**src/rtl/fifo_arb_pkg.sv**
```systemverilog
// Shared types for the FIFO write arbiter and its read sequencer.
// The latency counter only ever holds RD_LAT-1, which is 0 or 1.
package fifo_arb_pkg;

    typedef enum logic [1:0] {R_IDLE, R_WAIT, R_HOLD} rd_state_t;

    localparam int LAT_W = 1;

endpackage

```
**src/rtl/fifo_rd_sequencer.sv**
```systemverilog
// Read side of the shared FIFO: pops one word at a time, waits out the RAM latency
// and holds the word on a valid/ready output until the consumer takes it.
module fifo_rd_sequencer
    import fifo_arb_pkg::*;
#(
    parameter int width  = 4,
    parameter int RD_LAT = 1
) (
    input  logic             clk,
    input  logic             reset,
    input  logic             fifo_empty,
    input  logic [width-1:0] fifo_dout,
    input  logic             out_ready,
    output logic             fifo_rd,
    output logic             out_valid,
    output logic [width-1:0] out_data
);

    localparam logic [LAT_W-1:0] LAT_INIT = LAT_W'(RD_LAT - 1);

    rd_state_t        state;
    logic [LAT_W-1:0] lat_cnt;

    // The pop pulse must see empty in the same cycle, so it cannot be registered.
    always_comb begin
        fifo_rd = 1'b0;
        if (reset && !fifo_empty) begin
            case (state)
                R_IDLE:  fifo_rd = 1'b1;
                R_HOLD:  fifo_rd = out_ready;
                default: fifo_rd = 1'b0;
            endcase
        end
    end

    always_ff @(posedge clk) begin
        if (!reset) begin
            state     <= R_IDLE;
            lat_cnt   <= '0;
            out_valid <= 1'b0;
            out_data  <= '0;
        end else begin
            case (state)
                R_IDLE: begin
                    if (!fifo_empty) begin
                        lat_cnt <= LAT_INIT;
                        state   <= R_WAIT;
                    end
                end
                R_WAIT: begin
                    if (lat_cnt == '0) begin
                        out_data  <= fifo_dout;
                        out_valid <= 1'b1;
                        state     <= R_HOLD;
                    end else begin
                        lat_cnt <= lat_cnt - 1'b1;
                    end
                end
                R_HOLD: begin
                    if (out_ready) begin
                        out_valid <= 1'b0;
                        if (!fifo_empty) begin
                            lat_cnt <= LAT_INIT;
                            state   <= R_WAIT;
                        end else begin
                            state <= R_IDLE;
                        end
                    end
                end
                default: state <= R_IDLE;
            endcase
        end
    end

endmodule

```
**src/rtl/fifo_arbiter.sv**
```systemverilog
// Shares one FIFO between two writers (round-robin, gated by full) and
// feeds its read side to a single valid/ready consumer.
module fifo_arbiter
    import fifo_arb_pkg::*;
#(
    parameter int width  = 4,
    parameter int RD_LAT = 1
) (
    input  logic             clk,
    input  logic             reset,
    input  logic             req0,
    input  logic             req1,
    input  logic [width-1:0] data0,
    input  logic [width-1:0] data1,
    output logic             gnt0,
    output logic             gnt1,
    output logic             fifo_wr,
    output logic [width-1:0] fifo_din,
    input  logic             fifo_full,
    input  logic             fifo_empty,
    output logic             fifo_rd,
    input  logic [width-1:0] fifo_dout,
    output logic             out_valid,
    output logic [width-1:0] out_data,
    input  logic             out_ready
);

    logic rr_last;

    // On a tie the requester that did not win last time goes first.
    always_comb begin
        gnt0 = 1'b0;
        gnt1 = 1'b0;
        if (reset && !fifo_full) begin
            if (req0 && req1) begin
                gnt0 = rr_last;
                gnt1 = !rr_last;
            end else begin
                gnt0 = req0;
                gnt1 = req1;
            end
        end
    end

    assign fifo_wr  = gnt0 | gnt1;
    assign fifo_din = gnt0 ? data0 : (gnt1 ? data1 : '0);

    always_ff @(posedge clk) begin
        if (!reset)
            rr_last <= 1'b1;
        else if (gnt0)
            rr_last <= 1'b0;
        else if (gnt1)
            rr_last <= 1'b1;
    end

    fifo_rd_sequencer #(
        .width (width),
        .RD_LAT(RD_LAT)
    ) u_rd_seq (
        .clk       (clk),
        .reset     (reset),
        .fifo_empty(fifo_empty),
        .fifo_dout (fifo_dout),
        .out_ready (out_ready),
        .fifo_rd   (fifo_rd),
        .out_valid (out_valid),
        .out_data  (out_data)
    );

endmodule

```
**config.mk**
```make
export PLATFORM = sky130hd
export DESIGN_NAME = fifo_arbiter
export DESIGN_NICKNAME = d
export VERILOG_FILES = /design/src/rtl/fifo_arb_pkg.sv /design/src/rtl/fifo_rd_sequencer.sv /design/src/rtl/fifo_arbiter.sv
export SDC_FILE = /design/constraint.sdc
export NUM_CORES = 1
export LEC_CHECK = 0
export CAP_MARGIN = 20
export CELL_PAD_IN_SITES_DETAIL_PLACEMENT = 1
export CELL_PAD_IN_SITES_GLOBAL_PLACEMENT = 1
export CORE_AREA = 2 2 49 51
export CTS_CLUSTER_DIAMETER = 120
export CTS_CLUSTER_SIZE = 16
export DETAILED_ROUTE_END_ITERATION = 10
export DIE_AREA = 0 0 51 53
export PLACE_DENSITY = 0.71
export REMOVE_ABC_BUFFERS = 1
export SYNTH_ARGS = -nofsm -noshare
export SYNTH_HDL_FRONTEND = slang
export SYNTH_SLANG_ARGS = --single-unit
```
**constraint.sdc**
```tcl
create_clock -name clk -period 1.32 [get_ports clk]
set_input_delay 0.264 -clock clk [delete_from_list [all_inputs] [get_ports clk]]
set_output_delay 0.264 -clock clk [all_outputs]
set_load 0.05 [all_outputs]
```
==> metrics, run 1 <==
CP Class=register to primary output; first-pass GRT wire length=2891 um; failing checks=negative setup slack; worst-path fanout max=5; power density over the cells=~880 nW/um2; Final HPWL DP=1251 um; number of remaining DRC errors=0; Starting Density=between 20% and 30%; register area share after synthesis=approximately two fifths; P&R area growth vs syn=125.0%; share of cells above drive strength 1=between 30 and 40%; CORE AREA=approximately 2100 um2; Reg2Reg Depth=3; Syn Area/Cell=between 8 and 9 um2; status=finished, violations left; Hold Path Cell Cnt=2; clk buf depth=2; H-Tree Depth=1; Max Transition Viols Final=0; Slew @ Worst Pin=approximately 400 ps; peak supply drop=about 0.38 mV; register area=around 190 um2; clock-pin slew on the worst setup and hold paths=about 60 ps; MaxCap Viol Count=0; Finished Cell Area=1047 um2; CTS root buf=clkbuf_4; row cnt=17; slowest CP cell=dfxtp_2; critical path data required time=~1100 ps; CTS buffer count=3; Setup TNS Final=-1149 ps; ANT nets after route=0; non-filler cells, final=between 100 and 150; Num Clock Sinks=9; Nets=116; placed cell area=972.2 um2; drt first pass iters=3; global route overflow=0; port bufs=31; flops & latches, synth=9; hold slack=266.7 ps; ANT cells=0; First DRT Iteration DRCs=1; Inst Count DP=approximately 120; Final min period=approximately 1600 ps; Leak=around 0.43 nW; initial antenna violation count=0; CP cell instances=nand2b_4 -> and3_4 -> a22o_1 -> buf_12; Slew HR=between 70% and 80%; Final Hold Violating Endpoints=0; Final setup viols=6; final setup margin=-234.2 ps; # IOs=32; Final Cycle Share=117.7%; Post-Route Skew=1.201 ps; most frequent cells in the layout=buf_12 (13), clkdlybuf4s50_1 (12), nand2_1 (7), buf_4 (7), dfxtp_1 (6); Cell Area, Synth=approximately 470 um2; wire per inst=14.27 um; Power Total=0.9167 mW; Vias/cell=roughly 4.7; Die H=between 50 and 60 um; dpl ws=-554.5 ps; largest net degree at the start of global routing=16; Synth Instances=56; commonest non-fill, non-tap cell in the layout=buf_12; RSZ-0062 raised after global routing=yes; GP Congestion=between 0.6 and 0.7; worst-skew pair later-pin latency=approximately 270 ps; Ys Warns=0; Total GRT Usage=15.62%; vias in the first global route=about 630; crit-path leading delay family=flip-flops; DR vias=roughly 590; Crit path largest cell delay=330 ps; post-layout util=48.75%; Fill cells=about 250; die width=~51 um; Critical path buffers and inverters=1; CTS Hold Bufs=0; fmax=643.4 MHz; die area=roughly 2700 um2; final wirelength=1769 um; critical path depth=4; Multi-input gate area=between 300 and 400 um2; crit path capture type=primary output; Critical Path Start Type=register; Netlist cell types=19; HP Class=input pin to register; CTS tree=built; Arrival @ worst endpoint=1290 ps
## layout make-up
| class | instances | area share (%) |
|---|---|---|
| Multi-Input combinational cell | 42 | 28.91 |
| Inverter | 2 | 0.7168 |
| Clock buffer | 4 | 2.509 |
| Sequential cell | 9 | 17.80 |
| Timing Repair Buffer | 39 | 46.71 |
| Tap cell | 28 | 3.345 |
## state kept, by name (all words and copies together), names as in the netlist
register / count
u_rd_seq.out_data: 4
u_rd_seq.state: 2
rr_last: 1
u_rd_seq.lat_cnt: 1
u_rd_seq.out_valid: 1
## per-layer routing
layer / vias to the layer above / track usage, % / routed length, um
met1: 277 / 14.36 / 609
li1: 275 / - / -
met5: - / 0 / 0
met2: 28 / 29.65 / 974
met3: 5 / 4.237 / 129
met4: 0 / 10.81 / 56
## cells by family (layout without fill, tap and decap cells)
kind of cell / after synthesis / in the layout / share of synthesized area, %
buf+inv: 5 / 45 / 6.183
flops: 9 / 9 / 38.71
compound gates: 17 / 17 / 23.92
simple gates: 25 / 25 / 31.18
## report_power, final
group / switching, mW / internal, mW
registers: 0.0268 / 0.295
logic: 0.176 / 0.195
clock network: 0.107 / 0.117
## path summary, 6_finish.rpt
kind	startpoint	end	slack [ps]
setup / recovery	rr_last	fifo_din[2]	-230
hold / removal	fifo_full	rr_last	270
setup reg to reg	u_rd_seq.lat_cnt	u_rd_seq.out_data[0]	280
hold reg to reg	u_rd_seq.out_data[2]	u_rd_seq.out_data[2]	490
## cell usage after synthesis
library cell | count | area, um2
o21ai_0 | 1 | 5.000
nand2b_1 | 4 | 25.02
o21ai_1 | 5 | 25.02
buf_6 | 1 | 11.26
a22o_1 | 4 | 35.03
nor3b_4 | 1 | 18.77
o21a_1 | 2 | 15.01
o211ai_1 | 1 | 7.510
nor2b_1 | 1 | 6.260
nand3_1 | 5 | 25.02
nor2b_4 | 1 | 13.76
dfxtp_1 | 9 | 180.2
a21oi_1 | 3 | 15.01
buf_2 | 2 | 10.01
inv_1 | 2 | 7.510
nor2_1 | 3 | 11.26
and3_1 | 3 | 18.77
nand2_1 | 7 | 26.28
o32ai_1 | 1 | 8.760
## what timing repair did
action,CTS,global route
buffers inserted,1,0
gates resized for setup,19,6
endpoints found under the setup margin,8,7
cloned,0,0
hold endpoints to repair,0,0
pin swaps,8,4
Power figures use the tool's default switching activity.
==> run 2, diff against run 1 <==
--- a/config.mk
+++ b/config.mk
@@ -8,12 +8,13 @@
 export CAP_MARGIN = 20
 export CELL_PAD_IN_SITES_DETAIL_PLACEMENT = 1
 export CELL_PAD_IN_SITES_GLOBAL_PLACEMENT = 1
-export CORE_AREA = 2 2 49 51
+export CORE_AREA = 2 2 42 44
 export CTS_CLUSTER_DIAMETER = 120
 export CTS_CLUSTER_SIZE = 16
 export DETAILED_ROUTE_END_ITERATION = 10
-export DIE_AREA = 0 0 51 53
-export PLACE_DENSITY = 0.71
+export DIE_AREA = 0 0 44 46
+export DONT_BUFFER_PORTS = 1
+export PLACE_DENSITY = 0.57
 export REMOVE_ABC_BUFFERS = 1
 export SYNTH_ARGS = -nofsm -noshare
 export SYNTH_HDL_FRONTEND = slang
==> run 2 against run 1 <==
The flow still finishes with violations (negative setup slack). Final cell count decreased by 31%. Setup slack better by 52 ps. Sequential share of layout area increased by 9.6 points. Clock skew grew 1.5 ps. Clock power decreased by 5%. Critical path depth stayed put. Fmax is 3.4% higher. Via count is 25% lower. Die area is 25% lower. Design area decreased by 34%. Non-clock buffer count is 28 lower. Critical path type unchanged. Largest cell class is now multi-input combinational cells. Largest power group is now registers.
==> metrics, run 2 (same netlist as run 1, synthesis figures left out) <==
number of remaining DRC errors=0 (unchanged); CTS tree=built (unchanged); wire per inst=13.99 um (was 14.27 um); peak supply drop=0.4378 mV (was 0.3751 mV); Inst Count DP=79 (was 119); MaxCap Viol Count=0 (unchanged); fmax=665.6 MHz (was 643.4 MHz); Most flops, register=u_rd_seq.out_data (unchanged); Leak=0.2758 nW (was 0.4319 nW); DR vias=436 (was 585); CORE AREA=1614 um2 (was 2148 um2); # IOs=32 (unchanged); First DRT Iteration DRCs=3 (was 1); global route overflow=0 (unchanged); CP Class=register to primary output (unchanged); RSZ-0062 raised after global routing=yes (unchanged); Die H=46 um (was 53 um); Slew @ Worst Pin=512.9 ps (was 399.8 ps); Num Clock Sinks=9 (unchanged); Final HPWL DP=827.2 um (was 1251 um); drt first pass iters=4 (was 3); share of cells above drive strength 1=36.76% (was 39.58%); Power Total=0.7560 mW (was 0.9167 mW); H-Tree Depth=1 (unchanged); Final Cycle Share=113.8% (was 117.7%); port bufs=0 (was 31); HP Class=input pin to register (unchanged); initial antenna violation count=0 (unchanged); row cnt=15 (was 17); max reg flops=4 (unchanged); Fill cells=188 (was 248); Nets=88 (was 116); Slew HR=65.76% (was 73.32%); worst-skew pair later-pin latency=260 ps (was 270 ps); most frequent cells in the layout=nand2_1 (7), dfxtp_1 (6) (was buf_12 (13), clkdlybuf4s50_1 (12), nand2_1 (7), buf_4 (7), dfxtp_1 (6)); critical path data required time=1060 ps (about the same); CTS Hold Bufs=0 (unchanged); clock-pin slew on the worst setup and hold paths=60 ps (about the same); Final min period=1502 ps (was 1554 ps); largest net degree at the start of global routing=17 (was 16); CTS buffer count=3 (unchanged); first-pass GRT wire length=1938 um (was 2891 um); Total GRT Usage=13.52% (was 15.62%); die area=2024 um2 (was 2703 um2); Final setup viols=5 (was 6); Critical Path Start Type=register (unchanged); register area=188.9 um2 (was 186.4 um2); ANT nets after route=0 (unchanged); status=finished, violations left (unchanged); final wirelength=1189 um (was 1769 um); clk buf depth=2 (unchanged); worst-path fanout max=5 (unchanged); P&R area growth vs syn=48.39% (was 125.0%); commonest non-fill, non-tap cell in the layout=nand2_1 (was buf_12); power density over the cells=1095 nW/um2 (was 875.4 nW/um2); Vias/cell=5.129 (was 4.718); crit path capture type=primary output (unchanged); biggest regs=u_rd_seq.out_data (4), u_rd_seq.state (2) (unchanged); die width=44 um (was 51 um); non-filler cells, final=85 (was 124); GP Congestion=0.7576 (was 0.6812); failing checks=negative setup slack (unchanged); final setup margin=-182.5 ps (was -234.2 ps); ANT cells=0 (unchanged); vias in the first global route=460 (was 631); dpl ws=6.812 ps (was -554.5 ps); Final Hold Violating Endpoints=0 (unchanged); Post-Route Skew=2.735 ps (was 1.201 ps); CTS root buf=clkbuf_4 (unchanged); Setup TNS Final=-807.3 ps (was -1149 ps); Arrival @ worst endpoint=1240 ps (was 1290 ps); Starting Density=28.84% (was 21.67%); Max Transition Viols Final=0 (unchanged); Multi-input gate area=294.0 um2 (was 302.8 um2); post-layout util=42.79% (was 48.75%)
-- run 2: path summary, 6_finish.rpt --
| kind | from | endpoint | slack, ps | cells past startpoint |
|---|---|---|---|---|
| max | rr_last | fifo_din[2] | -180 | 4 |
| min | reset | rr_last | 100 | 1 |
| max reg2reg | u_rd_seq.state[0] | u_rd_seq.out_data[1] | 180 | 4 |
| min reg2reg | rr_last | rr_last | 520 | 2 |
-- run 2: layout make-up --
type	instances	area share, %
multi-input combinational	42	42.57
sequential	9	27.36
timing repair buffer	11	22.10
clock buffer	4	3.804
tap	17	3.080
inverter	2	1.087
-- run 2: metal layers --
metal,track usage [%],routed length (um)
met1,14.01,458
met2,23.53,660
met3,5.159,49
met4,7.273,20
met5,0,0
-- run 2: metrics by stage --
stage | instance area (um2) | hold WS (ps)
final | 690.7 | 102.0
after global routing | 690.7 | 90.10
after CTS | 690.7 | 91.97
after detailed placement | 595.6 | 371.0
after global placement | 595.6 | 369.7
after floorplan | 444.2 | 352.9
-- run 2: critical path, stage by stage (launching register included) --
cell and delay (ps):
dfxtp_2 320, nand2b_4 130, and3_4 160, a22o_1 210
buf_12 160
-- run 2: power by group --
group	internal (mW)	total, mW	switching (mW)
Sequential	0.294	0.339	0.0453
Clock	0.116	0.213	0.0964
Combinational	0.0924	0.204	0.111
-- run 2: what timing repair did --
action                                  CTS  global route
endpoints found under the setup margin    7             7
setup buffers                             2             0
gates resized for setup                  15             0
pin swaps                                 5             4
